==> config.mk <==
export PLATFORM = sky130hd
export DESIGN_NAME = norm_lzc_pipe_flat
export DESIGN_NICKNAME = d
export VERILOG_FILES = /design/src/rtl/norm_lzc_pipe_pkg.sv /design/src/rtl/norm_lzc_pipe_if.sv /design/src/rtl/norm_lzc_pipe_lzc_enc.sv /design/src/rtl/norm_lzc_pipe.sv /design/src/flat_wrapper.sv
export SDC_FILE = /design/constraint.sdc
export NUM_CORES = 1
export LEC_CHECK = 0
export BUFFER_PORTS_ARGS = -buffer_cell sky130_fd_sc_hd__buf_2
export CAP_MARGIN = 20
export CORE_ASPECT_RATIO = 0.6
export CORE_MARGIN = 2
export CORE_UTILIZATION = 51
export CTS_BUF_LIST = sky130_fd_sc_hd__clkbuf_8 sky130_fd_sc_hd__clkbuf_16
export DETAILED_ROUTE_END_ITERATION = 10
export PLACE_DENSITY_LB_ADDON = 0.08
export SLEW_MARGIN = 20
export SYNTH_ARGS = -nofsm -noshare
export SYNTH_HDL_FRONTEND = slang
export SYNTH_SLANG_ARGS = --single-unit
==> constraint.sdc <==
create_clock -name clk -period 5.7 [get_ports clk]
set_input_delay 1.425 -clock clk [delete_from_list [all_inputs] [get_ports clk]]
set_output_delay 1.425 -clock clk [all_outputs]
set_load 0.005 [all_outputs]
==> src/rtl/norm_lzc_pipe_pkg.sv <==
// Shared definitions for the leading-one normaliser: default widths,
// fraction field size and the constant-width helper.
package norm_lzc_pipe_pkg;

    localparam int DEF_W     = 10;
    localparam int DEF_TAG_W = 2;
    localparam int FRAC_BITS = 2;

    // Ceiling log2, never below 1 so a field always has at least one bit.
    function automatic int clog2(input int value);
        int r;
        r = 0;
        for (int i = 0; i < 31; i++) begin
            if ((1 << i) < value) r = i + 1;
        end
        return (r < 1) ? 1 : r;
    endfunction

endpackage

==> src/rtl/norm_lzc_pipe_if.sv <==
// Streaming interface of the normaliser: input word/tag handshake and the
// normalised result bundle with its own handshake.
interface norm_lzc_pipe_if
    import norm_lzc_pipe_pkg::*;
#(
    parameter int W     = DEF_W,
    parameter int TAG_W = DEF_TAG_W
);
    localparam int SW = clog2(W);

    logic                 in_valid;
    logic                 in_ready;
    logic [W-1:0]         in_data;
    logic [TAG_W-1:0]     in_tag;

    logic                 out_valid;
    logic                 out_ready;
    logic [W-1:0]         out_norm;
    logic [SW-1:0]        out_shift;
    logic [SW-1:0]        out_pos;
    logic [FRAC_BITS-1:0] out_frac;
    logic                 out_zero;
    logic                 out_sat;
    logic [TAG_W-1:0]     out_tag;

    modport master (
        output in_valid, in_data, in_tag, out_ready,
        input  in_ready, out_valid, out_norm, out_shift, out_pos,
               out_frac, out_zero, out_sat, out_tag
    );

    modport slave (
        input  in_valid, in_data, in_tag, out_ready,
        output in_ready, out_valid, out_norm, out_shift, out_pos,
               out_frac, out_zero, out_sat, out_tag
    );

endinterface

==> src/rtl/norm_lzc_pipe_lzc_enc.sv <==
// Combinational leading-zero counter: MSB-first priority encoder with an
// all-zero flag; the count reads 0 for an all-zero word.
module lzc_enc
    import norm_lzc_pipe_pkg::*;
#(
    parameter  int W  = DEF_W,
    localparam int SW = clog2(W)
) (
    input  logic [W-1:0]  data,
    output logic [SW-1:0] lzc,
    output logic          zero
);

    // Ascending scan: the highest set bit is the last to write, so it wins.
    always_comb begin
        lzc  = '0;
        zero = 1'b1;
        for (int i = 0; i < W; i++) begin
            if (data[i]) begin
                lzc  = SW'(W - 1 - i);
                zero = 1'b0;
            end
        end
    end

endmodule

==> src/rtl/norm_lzc_pipe.sv <==
// Three-stage leading-one normaliser with a single global stall enable,
// optional shift cap and tag pass-through.
module norm_lzc_pipe
    import norm_lzc_pipe_pkg::*;
#(
    parameter int W         = DEF_W,
    parameter int MAX_SHIFT = W - 1,
    parameter int TAG_W     = DEF_TAG_W
) (
    input  logic            clk,
    input  logic            rst,
    norm_lzc_pipe_if.slave  io
);

    localparam int SW = clog2(W);

    function automatic logic is_sat(input logic [SW-1:0] lzc);
        return int'(lzc) > MAX_SHIFT;
    endfunction

    function automatic logic [SW-1:0] sat_shift(input logic [SW-1:0] lzc);
        if (is_sat(lzc)) return SW'(MAX_SHIFT);
        return lzc;
    endfunction

    logic                 en;

    logic                 vld_p1_d, vld_p1_q;
    logic                 vld_p2_d, vld_p2_q;
    logic                 vld_p3_d, vld_p3_q;

    logic [W-1:0]         data_p1_d, data_p1_q;
    logic [TAG_W-1:0]     tag_p1_d, tag_p1_q;

    logic [SW-1:0]        lzc_c;
    logic                 zero_c;
    logic [W-1:0]         data_p2_d, data_p2_q;
    logic [SW-1:0]        lzc_p2_d, lzc_p2_q;
    logic                 zero_p2_d, zero_p2_q;
    logic [TAG_W-1:0]     tag_p2_d, tag_p2_q;

    logic [SW-1:0]        shift_c;
    logic [W-1:0]         norm_c;
    logic [W-1:0]         norm_p3_d, norm_p3_q;
    logic [SW-1:0]        shift_p3_d, shift_p3_q;
    logic [SW-1:0]        pos_p3_d, pos_p3_q;
    logic [FRAC_BITS-1:0] frac_p3_d, frac_p3_q;
    logic                 zero_p3_d, zero_p3_q;
    logic                 sat_p3_d, sat_p3_q;
    logic [TAG_W-1:0]     tag_p3_d, tag_p3_q;

    // Only a valid, unaccepted result can stall; bubbles always advance.
    assign en          = !(vld_p3_q && !io.out_ready);
    assign io.in_ready = en;

    lzc_enc #(.W(W)) u_lzc (
        .data (data_p1_q),
        .lzc  (lzc_c),
        .zero (zero_c)
    );

    always_comb begin
        vld_p1_d = en ? io.in_valid : vld_p1_q;
        vld_p2_d = en ? vld_p1_q    : vld_p2_q;
        vld_p3_d = en ? vld_p2_q    : vld_p3_q;
    end

    always_comb begin
        // S1: capture word and tag
        data_p1_d  = en ? io.in_data : data_p1_q;
        tag_p1_d   = en ? io.in_tag  : tag_p1_q;

        // S2: leading-zero count and zero flag
        data_p2_d  = en ? data_p1_q : data_p2_q;
        lzc_p2_d   = en ? lzc_c     : lzc_p2_q;
        zero_p2_d  = en ? zero_c    : zero_p2_q;
        tag_p2_d   = en ? tag_p1_q  : tag_p2_q;

        // S3: capped barrel shift and derived fields
        shift_c    = sat_shift(lzc_p2_q);
        norm_c     = data_p2_q << shift_c;
        norm_p3_d  = en ? norm_c   : norm_p3_q;
        shift_p3_d = en ? shift_c  : shift_p3_q;
        pos_p3_d   = pos_p3_q;
        if (en) pos_p3_d = zero_p2_q ? '0 : SW'(W - 1) - lzc_p2_q;
        frac_p3_d  = en ? norm_c[W-2 -: FRAC_BITS] : frac_p3_q;
        zero_p3_d  = en ? zero_p2_q          : zero_p3_q;
        sat_p3_d   = en ? is_sat(lzc_p2_q)   : sat_p3_q;
        tag_p3_d   = en ? tag_p2_q           : tag_p3_q;
    end

    always_ff @(posedge clk or posedge rst) begin
        if (rst) begin
            vld_p1_q <= 1'b0;
            vld_p2_q <= 1'b0;
            vld_p3_q <= 1'b0;
        end else begin
            vld_p1_q <= vld_p1_d;
            vld_p2_q <= vld_p2_d;
            vld_p3_q <= vld_p3_d;
        end
    end

    always_ff @(posedge clk) begin
        data_p1_q  <= data_p1_d;
        tag_p1_q   <= tag_p1_d;
        data_p2_q  <= data_p2_d;
        lzc_p2_q   <= lzc_p2_d;
        zero_p2_q  <= zero_p2_d;
        tag_p2_q   <= tag_p2_d;
        norm_p3_q  <= norm_p3_d;
        shift_p3_q <= shift_p3_d;
        pos_p3_q   <= pos_p3_d;
        frac_p3_q  <= frac_p3_d;
        zero_p3_q  <= zero_p3_d;
        sat_p3_q   <= sat_p3_d;
        tag_p3_q   <= tag_p3_d;
    end

    // Data flops carry no reset; gating by valid keeps idle outputs at zero.
    always_comb begin
        io.out_valid = vld_p3_q;
        io.out_norm  = vld_p3_q ? norm_p3_q  : '0;
        io.out_shift = vld_p3_q ? shift_p3_q : '0;
        io.out_pos   = vld_p3_q ? pos_p3_q   : '0;
        io.out_frac  = vld_p3_q ? frac_p3_q  : '0;
        io.out_zero  = vld_p3_q ? zero_p3_q  : 1'b0;
        io.out_sat   = vld_p3_q ? sat_p3_q   : 1'b0;
        io.out_tag   = vld_p3_q ? tag_p3_q   : '0;
    end

endmodule

==> src/flat_wrapper.sv <==
// flat-port wrapper written by rule: the top's interface ports become plain ports
module norm_lzc_pipe_flat import norm_lzc_pipe_pkg::*;
#(
    parameter int W         = DEF_W,
    parameter int MAX_SHIFT = W - 1,
    parameter int TAG_W     = DEF_TAG_W
)
  (clk, rst, io_in_valid, io_in_data, io_in_tag, io_out_ready, io_in_ready, io_out_valid, io_out_norm, io_out_shift, io_out_pos, io_out_frac, io_out_zero, io_out_sat, io_out_tag);
  norm_lzc_pipe_if #(.W(W), .TAG_W(TAG_W)) io_i ();
  input  logic clk;
  input  logic rst;
  input wire logic [$bits(io_i.in_valid)-1:0] io_in_valid;
  input wire logic [$bits(io_i.in_data)-1:0] io_in_data;
  input wire logic [$bits(io_i.in_tag)-1:0] io_in_tag;
  input wire logic [$bits(io_i.out_ready)-1:0] io_out_ready;
  output wire logic [$bits(io_i.in_ready)-1:0] io_in_ready;
  output wire logic [$bits(io_i.out_valid)-1:0] io_out_valid;
  output wire logic [$bits(io_i.out_norm)-1:0] io_out_norm;
  output wire logic [$bits(io_i.out_shift)-1:0] io_out_shift;
  output wire logic [$bits(io_i.out_pos)-1:0] io_out_pos;
  output wire logic [$bits(io_i.out_frac)-1:0] io_out_frac;
  output wire logic [$bits(io_i.out_zero)-1:0] io_out_zero;
  output wire logic [$bits(io_i.out_sat)-1:0] io_out_sat;
  output wire logic [$bits(io_i.out_tag)-1:0] io_out_tag;
  assign io_i.in_valid = io_in_valid;
  assign io_i.in_data = io_in_data;
  assign io_i.in_tag = io_in_tag;
  assign io_i.out_ready = io_out_ready;
  assign io_in_ready = io_i.in_ready;
  assign io_out_valid = io_i.out_valid;
  assign io_out_norm = io_i.out_norm;
  assign io_out_shift = io_i.out_shift;
  assign io_out_pos = io_i.out_pos;
  assign io_out_frac = io_i.out_frac;
  assign io_out_zero = io_i.out_zero;
  assign io_out_sat = io_i.out_sat;
  assign io_out_tag = io_i.out_tag;
  norm_lzc_pipe #(.W(W), .MAX_SHIFT(MAX_SHIFT), .TAG_W(TAG_W)) u_core (.clk(clk), .rst(rst), .io(io_i));
endmodule
==> impl_metrics.prom <==
# TYPE chip_impl_metric gauge
chip_impl_info{name="run_status",value="finished, final reports clean"} 1
chip_impl_metric{name="min_period",unit="ps"} 3780
chip_impl_metric{name="grt_usage",unit="%"} 17.1
chip_impl_metric{name="postSynth.asyncResetShare",unit="%"} 5.56
chip_impl_metric{name="drt_first_iter_violations",unit=""} 85
chip_impl_metric{name="power.ir.vdd_worst",unit="V"} 0.000193
chip_impl_metric{name="cts-hold-fix-buffers",unit=""} 0
chip_impl_metric{name="yosysSeqAreaShare",unit="%"} 67.2
chip_impl_metric{name="flow.area_growth_from_synthesis",unit="%"} 14.8
chip_impl_metric{name="stdcell_count",unit=""} 287
chip_impl_metric{name="floorplan.rows",unit=""} 19
chip_impl_metric{name="critical_path_required",unit="ps"} 4280
chip_impl_metric{name="finalMaxSlewViolations",unit=""} 0
chip_impl_metric{name="initial_core_util",unit="%"} 52.6
chip_impl_metric{name="die_h",unit="um"} 57.0
chip_impl_metric{name="yosys_register_bits",unit=""} 54
chip_impl_metric{name="critical_path.max_stage_delay",unit="ps"} 520
chip_impl_metric{name="vias",unit=""} 1485
chip_impl_metric{name="netlist_instances",unit=""} 183
chip_impl_metric{name="swShare",unit="%"} 29.9
chip_impl_metric{name="postCtsSetupRepairBufs",unit=""} 0
chip_impl_info{name="critPathLaunchType",value="input port"} 1
chip_impl_metric{name="post_drt_wl_per_cell",unit="um"} 14.1
chip_impl_metric{name="final_hold_vio_count",unit=""} 0
chip_impl_metric{name="worstMarginPinSlew",unit="ps"} 728
chip_impl_metric{name="finalSetupViolCount",unit=""} 0
chip_impl_metric{name="path_max_fanout",unit=""} 55
chip_impl_metric{name="comb_power_share",unit="%"} 27.2
chip_impl_metric{name="detailedPlacementHpwl",unit="um"} 2800
chip_impl_metric{name="grt_antenna_before_repair",unit=""} 0
chip_impl_info{name="worst_setup_path_end_kind",value="output pin"} 1
chip_impl_metric{name="max-slew-margin-rel",unit="%"} 51.5
chip_impl_metric{name="placeable_core_area",unit="um2"} 4540
chip_impl_info{name="yosysMostFrequentCell",value="sky130_fd_sc_hd__edfxtp_1"} 1
chip_impl_metric{name="finalCritPeriodShare",unit="%"} 66.4
chip_impl_metric{name="die-area",unit="um2"} 5270
chip_impl_metric{name="edff_count_synth",unit=""} 51
chip_impl_metric{name="synthesis.area_per_instance",unit="um2"} 13.1
chip_impl_info{name="synth_flop_cell",value="sky130_fd_sc_hd__edfxtp_1"} 1
chip_impl_metric{name="cts_buffers",unit=""} 5
chip_impl_info{name="post_synth_most_frequent_cells",value="51 x sky130_fd_sc_hd__edfxtp_1, 24 x sky130_fd_sc_hd__and2_1, 14 x sky130_fd_sc_hd__nor2_1"} 1
chip_impl_metric{name="cp_data_arrival_time",unit="ps"} 2360
chip_impl_info{name="critPathSlowestCell",value="sky130_fd_sc_hd__buf_4"} 1
chip_impl_metric{name="worst_slack_at_placement",unit="ps"} 1900
chip_impl_metric{name="post-synth-top-area-fraction",unit="%"} 64.1
chip_impl_metric{name="fmax",unit="MHz"} 264
chip_impl_metric{name="routabilityCongestion",unit=""} 0.814
chip_impl_metric{name="leakage",unit="uW"} 0.00113
chip_impl_metric{name="final_nets",unit=""} 240
chip_impl_metric{name="cap_violations",unit=""} 0
chip_impl_info{name="cts_tree",value="built"} 1
chip_impl_metric{name="timing.final.ws_setup",unit="ps"} 1920
chip_impl_metric{name="clk-insertion-delay-late",unit="ps"} 300
chip_impl_metric{name="worst_setup_hold_path_clk_slew",unit="ps"} 90
chip_impl_metric{name="globalRoute.totalOverflow",unit=""} 0
chip_impl_metric{name="grt_pass1_vias",unit=""} 1384
chip_impl_metric{name="synth_area",unit="um2"} 2390
chip_impl_metric{name="fraction_of_final_layout_cells_with_drive_strength_greater_than_1",unit="%"} 25.0
chip_impl_info{name="crit_top_cell",value="sky130_fd_sc_hd__buf_2"} 1
chip_impl_metric{name="drt-pass1-iter-count",unit=""} 4
chip_impl_metric{name="clock_power_share",unit="%"} 19.4
chip_impl_metric{name="final.setup_skew",unit="ps"} 4.15
chip_impl_info{name="synth_area_leaders",value="sky130_fd_sc_hd__edfxtp_1 64%, sky130_fd_sc_hd__and2_1 6.3%, sky130_fd_sc_hd__dfrtp_1 3.1%"} 1
chip_impl_metric{name="n_antenna_cell",unit=""} 0
chip_impl_metric{name="cts_repair_resize_count",unit=""} 0
chip_impl_metric{name="number_of_distinct_library_cells_after_synthesis",unit=""} 34
chip_impl_info{name="grt_setup_unrepaired",value="false"} 1
chip_impl_metric{name="maximum_number_of_pins_on_one_net_before_global_route_repair",unit=""} 56
chip_impl_metric{name="numClockSinks",unit=""} 54
chip_impl_metric{name="io_pins",unit=""} 42
chip_impl_info{name="critical_path.cell_chain",value="buf_2 > nor2b_1 > inv_2 > buf_4 > buf_2"} 1
chip_impl_metric{name="place.port_buffers",unit=""} 41
chip_impl_metric{name="synthesis.nets",unit=""} 200
chip_impl_info{name="timing_worst_setup_path_type",value="in -> out"} 1
chip_impl_metric{name="p_int",unit="uW"} 890
chip_impl_metric{name="grt_first_pass_wirelength",unit="um"} 6710
chip_impl_metric{name="power_per_cell_area",unit="nW/um2"} 463
chip_impl_info{name="clock-root-buffer",value="sky130_fd_sc_hd__clkbuf_8"} 1
chip_impl_metric{name="route.detailed.vias_per_inst",unit=""} 5.17
chip_impl_metric{name="drc",unit=""} 0
chip_impl_metric{name="clock_tree.buffer_depth",unit=""} 2
chip_impl_metric{name="ys_warn_count",unit=""} 0
chip_impl_metric{name="p_sw",unit="uW"} 380
chip_impl_metric{name="dpl.cell_count",unit=""} 279
chip_impl_metric{name="seq_power_share",unit="%"} 53.4
chip_impl_metric{name="die_w",unit="um"} 92.4
chip_impl_metric{name="finalWirelength",unit="um"} 4030
chip_impl_info{name="holdCritPathClass",value="reg -> reg"} 1
chip_impl_metric{name="finalSetupTns",unit="ps"} 0
chip_impl_info{name="post-synth-top-area-cell",value="sky130_fd_sc_hd__edfxtp_1"} 1
chip_impl_metric{name="ant_nets",unit=""} 0
chip_impl_metric{name="htreeDepth",unit=""} 2
## power groups by stage
stage	combinational [uW]	sequential [uW]	clock, uW
global route	388	698	265
global placement	345	680	0
floorplan	272	638	0
finish	345	679	246
CTS	350	679	255
detailed placement	348	688	0
## cell usage in the layout, fill, tap and decap left out
master / n
sky130_fd_sc_hd__mux2_4: 1
sky130_fd_sc_hd__a22oi_1: 3
sky130_fd_sc_hd__bufinv_16: 1
sky130_fd_sc_hd__ha_1: 1
sky130_fd_sc_hd__edfxtp_1: 51
sky130_fd_sc_hd__and2_1: 24
sky130_fd_sc_hd__nand2b_1: 3
sky130_fd_sc_hd__clkinvlp_4: 1
sky130_fd_sc_hd__and3_1: 3
sky130_fd_sc_hd__a32o_1: 4
sky130_fd_sc_hd__mux2_2: 2
sky130_fd_sc_hd__mux2i_1: 4
sky130_fd_sc_hd__a21oi_1: 4
sky130_fd_sc_hd__o21ai_0: 8
sky130_fd_sc_hd__buf_4: 1
sky130_fd_sc_hd__o21ai_1: 1
sky130_fd_sc_hd__nor2b_1: 6
sky130_fd_sc_hd__o21bai_1: 1
sky130_fd_sc_hd__buf_2: 41
sky130_fd_sc_hd__nor3_1: 4
sky130_fd_sc_hd__a211oi_1: 2
sky130_fd_sc_hd__nor2_4: 1
sky130_fd_sc_hd__xnor2_1: 1
sky130_fd_sc_hd__o21ai_4: 1
sky130_fd_sc_hd__nor2_1: 14
sky130_fd_sc_hd__inv_2: 1
sky130_fd_sc_hd__a221oi_1: 1
sky130_fd_sc_hd__dfrtp_1: 3
sky130_fd_sc_hd__a211o_1: 1
sky130_fd_sc_hd__nand2_1: 10
sky130_fd_sc_hd__nor4_1: 2
sky130_fd_sc_hd__inv_6: 1
sky130_fd_sc_hd__a221o_1: 1
sky130_fd_sc_hd__nand3_1: 3
sky130_fd_sc_hd__a31oi_1: 4
sky130_fd_sc_hd__clkbuf_8: 5
sky130_fd_sc_hd__inv_1: 9
## worst max-delay path, delay by kind of cell
family	cells	cell delay (ps)
buffers and inverters	4	870
AND/OR/NAND/NOR	1	60
## cells by family (layout without fill, tap and decap cells)
group	after synthesis	after routing	share of synthesized area (%)
compound gates	31	31	9.16
xor+xnor	1	1	0.367
fa+ha+maj	1	1	0.523
buf+inv	19	60	3.82
flops	54	54	67.2
mux	7	7	3.25
simple gates	70	70	15.7
## sequential cells by signal, indices dropped and copies added, names as in the netlist
register             count
u_core.tag_p3_q          2
u_core.tag_p2_q          2
u_core.data_p1_q        10
u_core.vld_p1_q          1
u_core.zero_p2_q         1
u_core.zero_p3_q         1
u_core.io.out_valid      1
u_core.vld_p2_q          1
u_core.norm_p3_q         9
u_core.lzc_p2_q          4
u_core.sat_p3_q          1
u_core.tag_p1_q          2
u_core.data_p2_q        10
u_core.shift_p3_q        4
u_core.pos_p3_q          4
u_core.frac_p3_q         1
## path summary, 6_finish.rpt
path / from / end / slack, ps / cells after the start
worst min register to register: u_core.tag_p1_q[1] / u_core.tag_p2_q[1] / 430 / 0
worst max register to register: u_core.lzc_p2_q[1] / u_core.norm_p3_q[9] / 3620 / 5
min in group asynchronous: rst / u_core.vld_p2_q / 960 / 2
worst min-delay path: u_core.tag_p1_q[1] / u_core.tag_p2_q[1] / 430 / 0
max in group asynchronous: rst / u_core.io.out_valid / 4610 / 2
worst max-delay path: io_out_ready / io_in_ready / 1920 / 5
## per-stage QoR
step	cell area [um2]	utilization (%)	total power [uW]	hold slack [ps]
after global placement	2630	58.0	1030	401
final	2740	60.4	1270	429
after CTS	2740	60.4	1280	428
after floorplan	2390	-	909	400
after detailed placement	2630	58.0	1040	405
after global routing	2740	60.4	1350	443
## routing by layer
layer	global-route usage, %	routed length, um
met5	0	0
met4	7.04	60
met3	4.49	274
met2	26.6	1770
met1	23.3	1930
## layout make-up
type | instances | area (um2)
tap | 63 | 78.8
clock inverter | 3 | 41.3
fill | 384 | 1800
timing repair buffer | 42 | 213
inverter | 10 | 42.5
sequential | 54 | 1610
clock buffer | 5 | 68.8
multi-input combinational | 110 | 692
No activity file was read; power rests on OpenSTA's default activity.
